`config.mk`:
```
export PLATFORM = sky130hd
export DESIGN_NAME = if_stage_ctrl
export DESIGN_NICKNAME = d
export VERILOG_FILES = /design/src/rtl/if_stage_ctrl.sv
export SDC_FILE = /design/constraint.sdc
export NUM_CORES = 1
export LEC_CHECK = 0
export CORE_MARGIN = 2
export CORE_UTILIZATION = 35
export DETAILED_ROUTE_END_ITERATION = 16
export GPL_TIMING_DRIVEN = 0
export PLACE_DENSITY = 0.75
export SETUP_SLACK_MARGIN = 0.02
export SLEW_MARGIN = 25
export SYNTH_ARGS = -nofsm -noshare
export SYNTH_HDL_FRONTEND = slang
export SYNTH_SLANG_ARGS = --single-unit
```
`constraint.sdc`:
```
create_clock -name i_clk -period 3.4 [get_ports i_clk]
set_input_delay 0.51 -clock i_clk [delete_from_list [all_inputs] [get_ports i_clk]]
set_output_delay 0.51 -clock i_clk [all_outputs]
set_load 0.02 [all_outputs]
```
`src/rtl/if_stage_ctrl.sv`:
```
// Fetch-stage front end: owns PC and the IF/ID register, handles load-use stall,
// EX redirects and the imem req/ready handshake. Optional perf counters: `PERF_CNT_EN.
module if_stage_ctrl #(
    parameter logic [31:0] RESET_PC  = 32'h0000_0000,
    parameter logic [31:0] NOP_INSTR = 32'h0000_0000
) (
    input  logic        i_clk,
    input  logic        i_rst,
    input  logic        i_stall,
    input  logic        i_redirect,
    input  logic [31:0] i_redirect_pc,
    output logic        o_imem_req,
    output logic [31:0] o_imem_addr,
    input  logic        i_imem_ready,
    input  logic [31:0] i_imem_rdata,
    output logic [31:0] o_pc_if,
    output logic [31:0] o_instr_id,
    output logic [31:0] o_pc4_id,
    output logic        o_valid_id,
    output logic [31:0] o_stall_cnt,
    output logic [31:0] o_flush_cnt
);

    typedef enum logic {
        ST_RUN   = 1'b0,
        ST_DRAIN = 1'b1
    } state_t;

    state_t      r_state;
    logic        r_req;
    logic [31:0] r_pc;
    logic [31:0] r_pend_pc;
    logic [31:0] r_instr_id;
    logic [31:0] r_pc4_id;
    logic        r_valid_id;

    logic [31:0] w_tgt;
    logic [31:0] w_pc_plus4;

    assign w_tgt      = {i_redirect_pc[31:2], 2'b00};
    assign w_pc_plus4 = r_pc + 32'd4;

    always_ff @(posedge i_clk) begin
        if (i_rst) begin
            r_state    <= ST_RUN;
            r_req      <= 1'b1;
            r_pc       <= RESET_PC;
            r_pend_pc  <= RESET_PC;
            r_instr_id <= NOP_INSTR;
            r_pc4_id   <= 32'd0;
            r_valid_id <= 1'b0;
        end else begin
            r_req <= 1'b1;
            case (r_state)
                ST_RUN: begin
                    if (i_redirect) begin
                        r_instr_id <= NOP_INSTR;
                        r_valid_id <= 1'b0;
                        if (i_imem_ready) begin
                            r_pc <= w_tgt;
                        end else begin
                            // request in flight: keep address stable, remember target
                            r_pend_pc <= w_tgt;
                            r_state   <= ST_DRAIN;
                        end
                    end else if (i_stall) begin
                        r_pc <= r_pc;
                    end else if (!i_imem_ready) begin
                        r_instr_id <= NOP_INSTR;
                        r_valid_id <= 1'b0;
                    end else begin
                        r_instr_id <= i_imem_rdata;
                        r_pc4_id   <= w_pc_plus4;
                        r_valid_id <= 1'b1;
                        r_pc       <= w_pc_plus4;
                    end
                end
                ST_DRAIN: begin
                    r_instr_id <= NOP_INSTR;
                    r_valid_id <= 1'b0;
                    if (i_redirect) begin
                        r_pend_pc <= w_tgt;
                    end
                    if (i_imem_ready) begin
                        r_pc    <= i_redirect ? w_tgt : r_pend_pc;
                        r_state <= ST_RUN;
                    end
                end
                default: r_state <= ST_RUN;
            endcase
        end
    end

    assign o_imem_req  = r_req;
    assign o_imem_addr = r_pc;
    assign o_pc_if     = r_pc;
    assign o_instr_id  = r_instr_id;
    assign o_pc4_id    = r_pc4_id;
    assign o_valid_id  = r_valid_id;

`ifdef PERF_CNT_EN
    logic [31:0] r_stall_cnt;
    logic [31:0] r_flush_cnt;

    // saturating event counters
    always_ff @(posedge i_clk) begin
        if (i_rst) begin
            r_stall_cnt <= 32'd0;
            r_flush_cnt <= 32'd0;
        end else begin
            if (i_stall && (r_stall_cnt != 32'hFFFF_FFFF)) begin
                r_stall_cnt <= r_stall_cnt + 32'd1;
            end
            if (i_redirect && (r_flush_cnt != 32'hFFFF_FFFF)) begin
                r_flush_cnt <= r_flush_cnt + 32'd1;
            end
        end
    end

    assign o_stall_cnt = r_stall_cnt;
    assign o_flush_cnt = r_flush_cnt;
`else
    assign o_stall_cnt = 32'd0;
    assign o_flush_cnt = 32'd0;
`endif

endmodule
```
## After elaboration in Yosys (flattened, before gate mapping)

Cells that the tools add are included.

- Output and inout bits: 194
- Flip-flop bits (word level): 130
- Bits of input ports: 69
- Logic and storage cells: 39

- Equal/unequal tests: 5
- Mux-type cells: 21
- Bitwise gates (word level): 3
- Add/sub/neg operators: 1
- Reduce and logical (&&, ||, !) cells: 3

Operators by type and width:

| cell | count |
|---|---|
| 32-bit 2-to-1 mux | 11 |
| 32-bit case mux with 2 select lines | 3 |
| 32-bit by 3-bit adder with 32-bit output, second input constant | 1 |
| 2-bit != test, second input constant | 4 |
| 1-bit 2-to-1 mux | 5 |
| 1-bit case mux with 2 select lines | 2 |
| 4-bit AND reduction | 1 |
| 3-bit != test, second input constant | 1 |
| 1-bit inverter | 3 |
| 3-bit AND reduction | 1 |
| 2-bit AND reduction | 1 |

## Depth between registers and ports, before layout

Gate-level depths: netlist of the first run.

- Depth after elaboration: 5
- Depth in mapped cells: 7
- Depth with buffers taken out: 6

## Least setup slack after synthesis of the first run

OpenSTA, ideal clock, no wires.

- Kind: flip-flop to flip-flop
- Start: reg r_pc[2] (netlist: o_imem_addr[2])
- End: reg r_pc[24] (netlist: o_imem_addr[24])
- Stages on the path, launching flop included: 8
- Arrival: 2.289 ns
- Data required time: 3.324 ns
- Path buffers: 1
- Clock period less this slack: 2.365 ns
- Library setup time: 0.076 ns
- Setup slack: 1.035 ns
- Cells stage by stage: dfxtp_1 -> ha_1 -> nand3_1 -> or4_1 -> buf_2 -> or3_4 -> o31a_1 -> o22ai_1

- Cells in the longest elaborated chain, start to end: 5

Ends and longest elaborated chain:

| element | RTL line | RTL |
|---|---|---|
| start: declaration | 31 | `logic [31:0] r_pc;` |
| start signal: assignment | 60 | `r_pc <= w_tgt;` |
| start signal: assignment | 67 | `r_pc <= r_pc;` |
| start signal: assignment | 75 | `r_pc <= w_pc_plus4;` |
| 32-bit by 3-bit adder with 32-bit output | 41 | `assign w_pc_plus4 = r_pc + 32'd4;` |
| 32-bit 2-to-1 mux | 68 | `end else if (!i_imem_ready) begin` |
| 32-bit 2-to-1 mux | 66 | `end else if (i_stall) begin` |
| 32-bit 2-to-1 mux | 56 | `if (i_redirect) begin` |
| 32-bit case mux with 2 select lines | 54 | `case (r_state)` |

No other way between the ends. The select of a mux whose other input is x is not followed.
A chain may end at the register's enable or synchronous reset.

## Final worst setup path of the first run

- Start: in i_redirect
- End: reg r_pc[14] (netlist: o_imem_addr[14])

- Cells in the longest elaborated chain, start to end: 3
- Elaborated cells between the ends (all ways): 6
- Those cells by class: eq/ne: 1; mux: 4; reduce/logical: 1

Ends and longest elaborated chain:

| element | RTL line | RTL |
|---|---|---|
| start: declaration | 10 | `input logic i_redirect,` |
| 32-bit 2-to-1 mux | n/a |  |
| 32-bit 2-to-1 mux | 84 | `if (i_imem_ready) begin` |
| 32-bit case mux with 2 select lines | 54 |  |
| end signal: assignment | 60 |  |
| end signal: assignment | 67 |  |
| end signal: assignment | 85 | `r_pc <= i_redirect ? w_tgt : r_pend_pc;` |

Several ways; a longest one is shown, not always the timed one. The select of a mux whose other input is x is not followed.

==> run summary, run 1 <==
PwrDens: 436.9 mW/mm²
Worst Slack Setup Final: 0.5319 ns
Synth Flop Type: dfxtp_1
Avg WL per Cell: 16.68 µm
initial antenna violation count: 1
drt via density: 5.171
crit path DAT: 3.21 ns
CTS clock-pin slew for the worst setup and hold paths: 0.06 ns
flops & latches, synth: 130
Final Slew Violations: 0
post-layout min period: 2.868 ns
layout cells sized above 1: 12.66%
H-tree levels: 4
post-synthesis cell type count: 56
worst-path fanout max: 10
Post-CTS Repair Setup Buffers: 0
Syn Std Cell Area: 0.006556 mm²
Die ar.: 0.01984 mm²
Worst Hold Class: register to register
Max Fclk: 0.3487 GHz
EDFF count, synth: 0
DRT Wirelength: 22.37 mm
Resize count post-CTS: 0
Most common cell on crit path: clkbuf_1
Synth async-reset ratio: 0%
Final GP Congestion: 0.9391
outcome: finished clean
Period Utilization, post-route: 84.36%
Worst path slowest cell: clkbuf_1
peak supply drop: 325.4 µV
# nets final: 1165
initial drt markers: 880
Initial Utilization: 35.41%
# DRC: 0
DP Worst Slack: -0.05687 ns
Syn. warnings: 0
Commonest cells post-synth: dfxtp_1 (130), nand2_1 (107), buf_4 (99)
cell taking the most area after synthesis: dfxtp_1
first-pass GRT wire length: 33.91 mm
hold_buf cts: 0
average instance area after synthesis: 7.995 µm²
Fin. Hold Viols: 0
Worst setup EP type: register
Pwr Total: 4.185 mW
Syn Inst Count: 820
CP bufs+invs: 4
vias in the first global route: 6157
Die X: 140.9 µm
clock skew: 0.01047 ns
total grt overflow: 0
clk sinks: 130
Top Ports: 263
CP Cell Sequence: clkdlybuf4s50_1 -> clkbuf_1 -> nor3b_2 -> nor2_1 -> clkbuf_1 -> clkbuf_1 -> o21ai_0 -> a21oi_1
die height: 140.9 µm
final setup fails: 0
FP Rows: 50
DR vias: 6934
CP top delay family: buffers and inverters
Critical Path Start Type: input pin
final setup TNS: 0 ns
RSZ-0062 raised after global routing: no
Critical Path RT: 3.74 ns
Slew headroom: 37.34%
global-route usage over all layers: 21.76%
post-synthesis sequential area ratio: 39.69%
CTS tree: done
largest net degree at the start of global routing: 17
clock root cell: clkbuf_16
max incr delay on CP: 0.59 ns
Port-buffer cells: 193
Detailed Place HPWL: 16.74 mm
count leader, synth: dfxtp_1
TritonCTS buffer count: 17
Setup CP Type: input pin to register
Leak: 3.586 nW
worst skew pair latency: 0.43 ns
Max Cap Violations: 0
ranking of synthesized cells by area: dfxtp_1 (40%), buf_4 (11%), nand2_1 (6.1%)
buffer levels on the longest clock path: 2
Core Area: 0.01852 mm²
antenna viol nets, final: 0
Syn-to-layout area delta: 46.11%
DR pass1 iterations: 6
post-synth top area share: 39.69%
worst-margin pin slew: 0.9313 ns
[area by class of cell]
cell class / instances / area (µm²)
clock inverters: 7 / 85.08
clock buffers: 23 / 457.9
repair buffers: 193 / 1932
plain buffers: 158 / 969.7
well taps: 234 / 292.8
diodes: 1 / 2.502
inverters: 16 / 60.06
multi-input cells: 579 / 3177
fillers: 1735 / 8939
flip-flops and latches: 130 / 2603
[worst paths after layout]
path | from | end | slack [ns] | cells after the start
min reg2reg | r_pend_pc[16] | r_pend_pc[16] | 0.45 | 2
max reg2reg | o_imem_addr[2] | o_imem_addr[20] | 0.57 | 7
max | i_redirect | o_imem_addr[14] | 0.53 | 8
min | r_pend_pc[16] | r_pend_pc[16] | 0.45 | 2
[logic make-up after synthesis]
kind of cell | count (synthesis) | synth area share, %
other cells | 2 | 0.1145
fa+ha+maj | 1 | 0.1908
mux | 2 | 0.3054
simple gates | 275 | 19.41
flops | 130 | 39.69
xor+xnor | 27 | 3.607
compound gates | 209 | 20.97
buf+inv | 174 | 15.71
[routing by layer]
layer	track usage [%]	vias to the layer above	wire length [µm]
li1	-	3267	-
met1	28.51	3186	9061
met2	33.97	412	10320
met3	5.299	69	2172
met4	9.947	0	814
met5	0	-	0
[placed cells by master, fill, tap and decap left out, types with 3 or more instances in the layout]
master	netlist	final
nand2_1	107	107
a21oi_1	64	64
clkbuf_1	50	55
or3_1	6	6
inv_1	14	14
xor2_1	5	5
a31oi_1	7	7
o31a_1	8	8
a311oi_1	3	3
clkbuf_16	0	17
a211oi_1	32	32
and4_1	4	4
nand3b_1	3	3
and3_1	11	11
o32ai_1	6	6
o211ai_1	7	7
nand4_1	5	5
nand3_1	19	19
conb_1	2	65
xnor2_1	22	22
a22oi_1	35	35
clkinv_2	0	5
nor2_1	86	86
o22ai_1	3	3
dfxtp_1	130	130
clkdlybuf4s50_1	0	193
nor3_1	9	8
nor4_1	9	8
o21ai_0	26	26
buf_2	4	4
buf_1	5	5
o311ai_0	3	3
buf_4	99	99
[power breakdown]
part           internal (mW)  switching, mW  total (mW)
Clock                   1.08          0.646        1.73
Sequential              1.59         0.0715        1.66
Combinational          0.355          0.439       0.794
Total                   3.03           1.16        4.19
[worst register-to-register path: stages (launching register included)]
cell       delay (ns)
dfxtp_1          0.51
ha_1             0.27
nand3_1          0.27
or4_1            0.54
buf_2            0.20
o41ai_1          0.55
o2111ai_1        0.24
a21oi_1          0.18
[state kept, by name, indices dropped and copies added (netlist names)]
signal and cells:
o_instr_id 32, o_imem_addr 32, o_pc4_id 32, o_valid_id 1
r_state 1, r_pend_pc 32
[per-stage QoR]
step	std cells	util [%]	hold WS [ns]	cell area, µm²
6_report	1341	51.73	0.4518	9579
5_1_grt	1341	51.73	0.4711	9579
4_1_cts	1340	51.66	0.4512	9565
3_5_place_dp	1310	48.72	0.4433	9022
3_3_place_gp	1310	48.70	0.4380	9017
2_1_floorplan	883	-	0.4319	6793
(Power assumes the default switching activity.)
==> run 2: changes to the inputs <==
--- a/config.mk
+++ b/config.mk
@@ -9,7 +9,7 @@
 export CORE_UTILIZATION = 35
 export DETAILED_ROUTE_END_ITERATION = 16
 export GPL_TIMING_DRIVEN = 0
-export PLACE_DENSITY = 0.75
+export PLACE_DENSITY = 0.78
 export SETUP_SLACK_MARGIN = 0.02
 export SLEW_MARGIN = 25
 export SYNTH_ARGS = -nofsm -noshare
==> constraint.sdc (replaced) <==
create_clock -name i_clk -period 2.63 [get_ports i_clk]
set_input_delay 0.3945 -clock i_clk [delete_from_list [all_inputs] [get_ports i_clk]]
set_output_delay 0.3945 -clock i_clk [all_outputs]
set_load 0.02 [all_outputs]
==> run 2 against run 1 <==
Clock power increased by 27%. Power grew 28%. Sequential cell count unchanged. Critical path type is now register to register. Largest power group unchanged.
==> run summary, run 2 (synthesis gave the netlist of run 1 again) <==
worst-path fanout max: 10
worst skew pair latency: 0.43 ns
Avg WL per Cell: 16.48 µm
Top Ports: 263
DR vias: 6775
clk sinks: 130
H-tree levels: 4
R2R Path Start: o_imem_addr[2]
RSZ-0062 raised after global routing: no
drt via density: 5.048
total grt overflow: 0
post-layout min period: 2.487 ns
area of placed instances: 0.009022 mm²
Worst setup EP type: register
Fin. Hold Viols: 0
Period Utilization, post-route: 94.58%
Critical Path Start Type: register
initial antenna violation count: 1
largest net degree at the start of global routing: 17
Syn-to-layout area delta: 46.45%
CP bufs+invs: 1
commonest non-fill, non-tap cells in the layout: clkdlybuf4s50_1 (193), dfxtp_1 (128), nand2_1 (107)
CP Cell Sequence: ha_1 -> nand3_1 -> or4_1 -> buf_2 -> or3_4 -> o31a_1 -> o22ai_1
fin area: 0.009602 mm²
final setup fails: 0
TritonCTS buffer count: 17
die height: 140.9 µm
cell depth of the worst min-delay path: 4
FP Rows: 50
crit path DAT: 2.83 ns
cells on worst reg2reg path: 7
# DRC: 0
first-pass GRT wire length: 33.41 mm
clock root cell: clkbuf_16
Max Cap Violations: 0
peak supply drop: 491.1 µV
PwrDens: 560.0 mW/mm²
worst-margin pin slew: 0.7831 ns
Max Fclk: 0.4020 GHz
Worst Slack Setup Final: 0.1426 ns
CP top delay family: simple AND/OR/NAND/NOR gates
hold path start: i_rst
Die ar.: 0.01984 mm²
DR pass1 iterations: 6
Worst path slowest cell: or4_1
Pwr Total: 5.377 mW
Detailed Place HPWL: 16.56 mm
Worst Hold Class: input pin to register
Die X: 140.9 µm
Critical Path RT: 2.98 ns
DRT Wirelength: 22.12 mm
buffer levels on the longest clock path: 2
storage element area: 0.002605 mm²
global-route usage over all layers: 21.50%
Initial Utilization: 35.41%
clock skew: 0.005311 ns
CTS clock-pin slew for the worst setup and hold paths: 0.06 ns
# nets final: 1165
most common cell after layout, fill and taps aside: clkdlybuf4s50_1
Hold Path End: o_imem_addr[22]
layout cells sized above 1: 13.46%
Port-buffer cells: 193
max incr delay on CP: 0.52 ns
vias in the first global route: 6080
CTS tree: done
Setup CP Type: register to register
outcome: finished clean
Final Slew Violations: 0
initial drt markers: 711
Reg2Reg Setup Slack: 0.14 ns
Leak: 3.604 nW
Reg-to-Reg End: o_imem_addr[24]
fill count: 1793
Multi-input gate area: 0.003194 mm²
Core Area: 0.01852 mm²
antenna viol nets, final: 0
DP Worst Slack: -0.7161 ns
Slew headroom: 47.31%
Final GP Congestion: 0.9298
[run 2: cell count changes in the layout (fill, tap and decap cells not counted), moves of 2 or more]
| cell | previous run | this run |
|---|---|---|
| clkbuf_2 | 0 | 4 |
| dfxtp_2 | 0 | 2 |
| dfxtp_1 | 130 | 128 |
| clkbuf_8 | 1 | 3 |
| clkbuf_1 | 55 | 51 |
[run 2: where the power goes]
group          switching, mW  internal (mW)  leakage (nW)  total (mW)
Combinational          0.565          0.461          2.27        1.03
Sequential            0.0945           2.06          1.06        2.15
Clock                  0.839           1.36         0.271        2.20
Total                   1.50           3.88          3.60        5.38
[run 2: what timing repair did]
action                     CTS  global route
hold buffers                 0             0
setup endpoints to repair   26            51
gates resized for setup      3            12
setup buffers                0             0
[run 2: worst max path at each step]
| stage | from | end | slack, ns | cells after the start |
|---|---|---|---|---|
| floorplan | o_imem_addr[2] | o_imem_addr[24] | 0.26 | 7 |
| global placement | i_redirect | o_instr_id[22] | -0.79 | 7 |
| detailed placement | i_redirect | o_imem_addr[11] | -0.72 | 8 |
| CTS | i_redirect | o_imem_addr[11] | 0.001 | 8 |
| global route | o_imem_addr[2] | o_pc4_id[24] | 0.03 | 7 |
| finish | o_imem_addr[2] | o_imem_addr[24] | 0.14 | 7 |
[run 2: through the flow]
step | utilization [%] | TNS (ns) | instances | hold slack, ns
floorplan | - | 0 | 883 | 0.4319
global placement | 48.70 | -60.57 | 1310 | 0.4376
detailed placement | 48.72 | -33.38 | 1310 | 0.4448
CTS | 51.74 | 0 | 1341 | 0.4159
global route | 51.85 | 0 | 1342 | 0.4726
finish | 51.85 | 0 | 1342 | 0.4235
[run 2: final cells by class]
type                    count  area share [%]
clock inverters             6          0.5734
plain buffers             158           10.15
well taps                 234           3.049
flip-flops and latches    130           27.13
repair buffers            193           20.12
clock buffers              25           5.056
multi-input cells         579           33.27
diodes                      1         0.02606
inverters                  16          0.6255
[run 2: routing by layer]
metal | up-vias | GRT usage [%] | share of wire [%]
met3 | 54 | 5.435 | 9.8
met5 | - | 0 | 0
met2 | 408 | 33.40 | 46
met1 | 3057 | 27.68 | 41
met4 | 0 | 11.05 | 3.7
li1 | 3256 | - | -
[run 2: worst min-delay path: cells and delay by family]
kind	cells	cell delay, ns
AOI/OAI and AO/OA	1	0.09
buffers and inverters	2	0.26
and+or+nand+nor	1	0.07
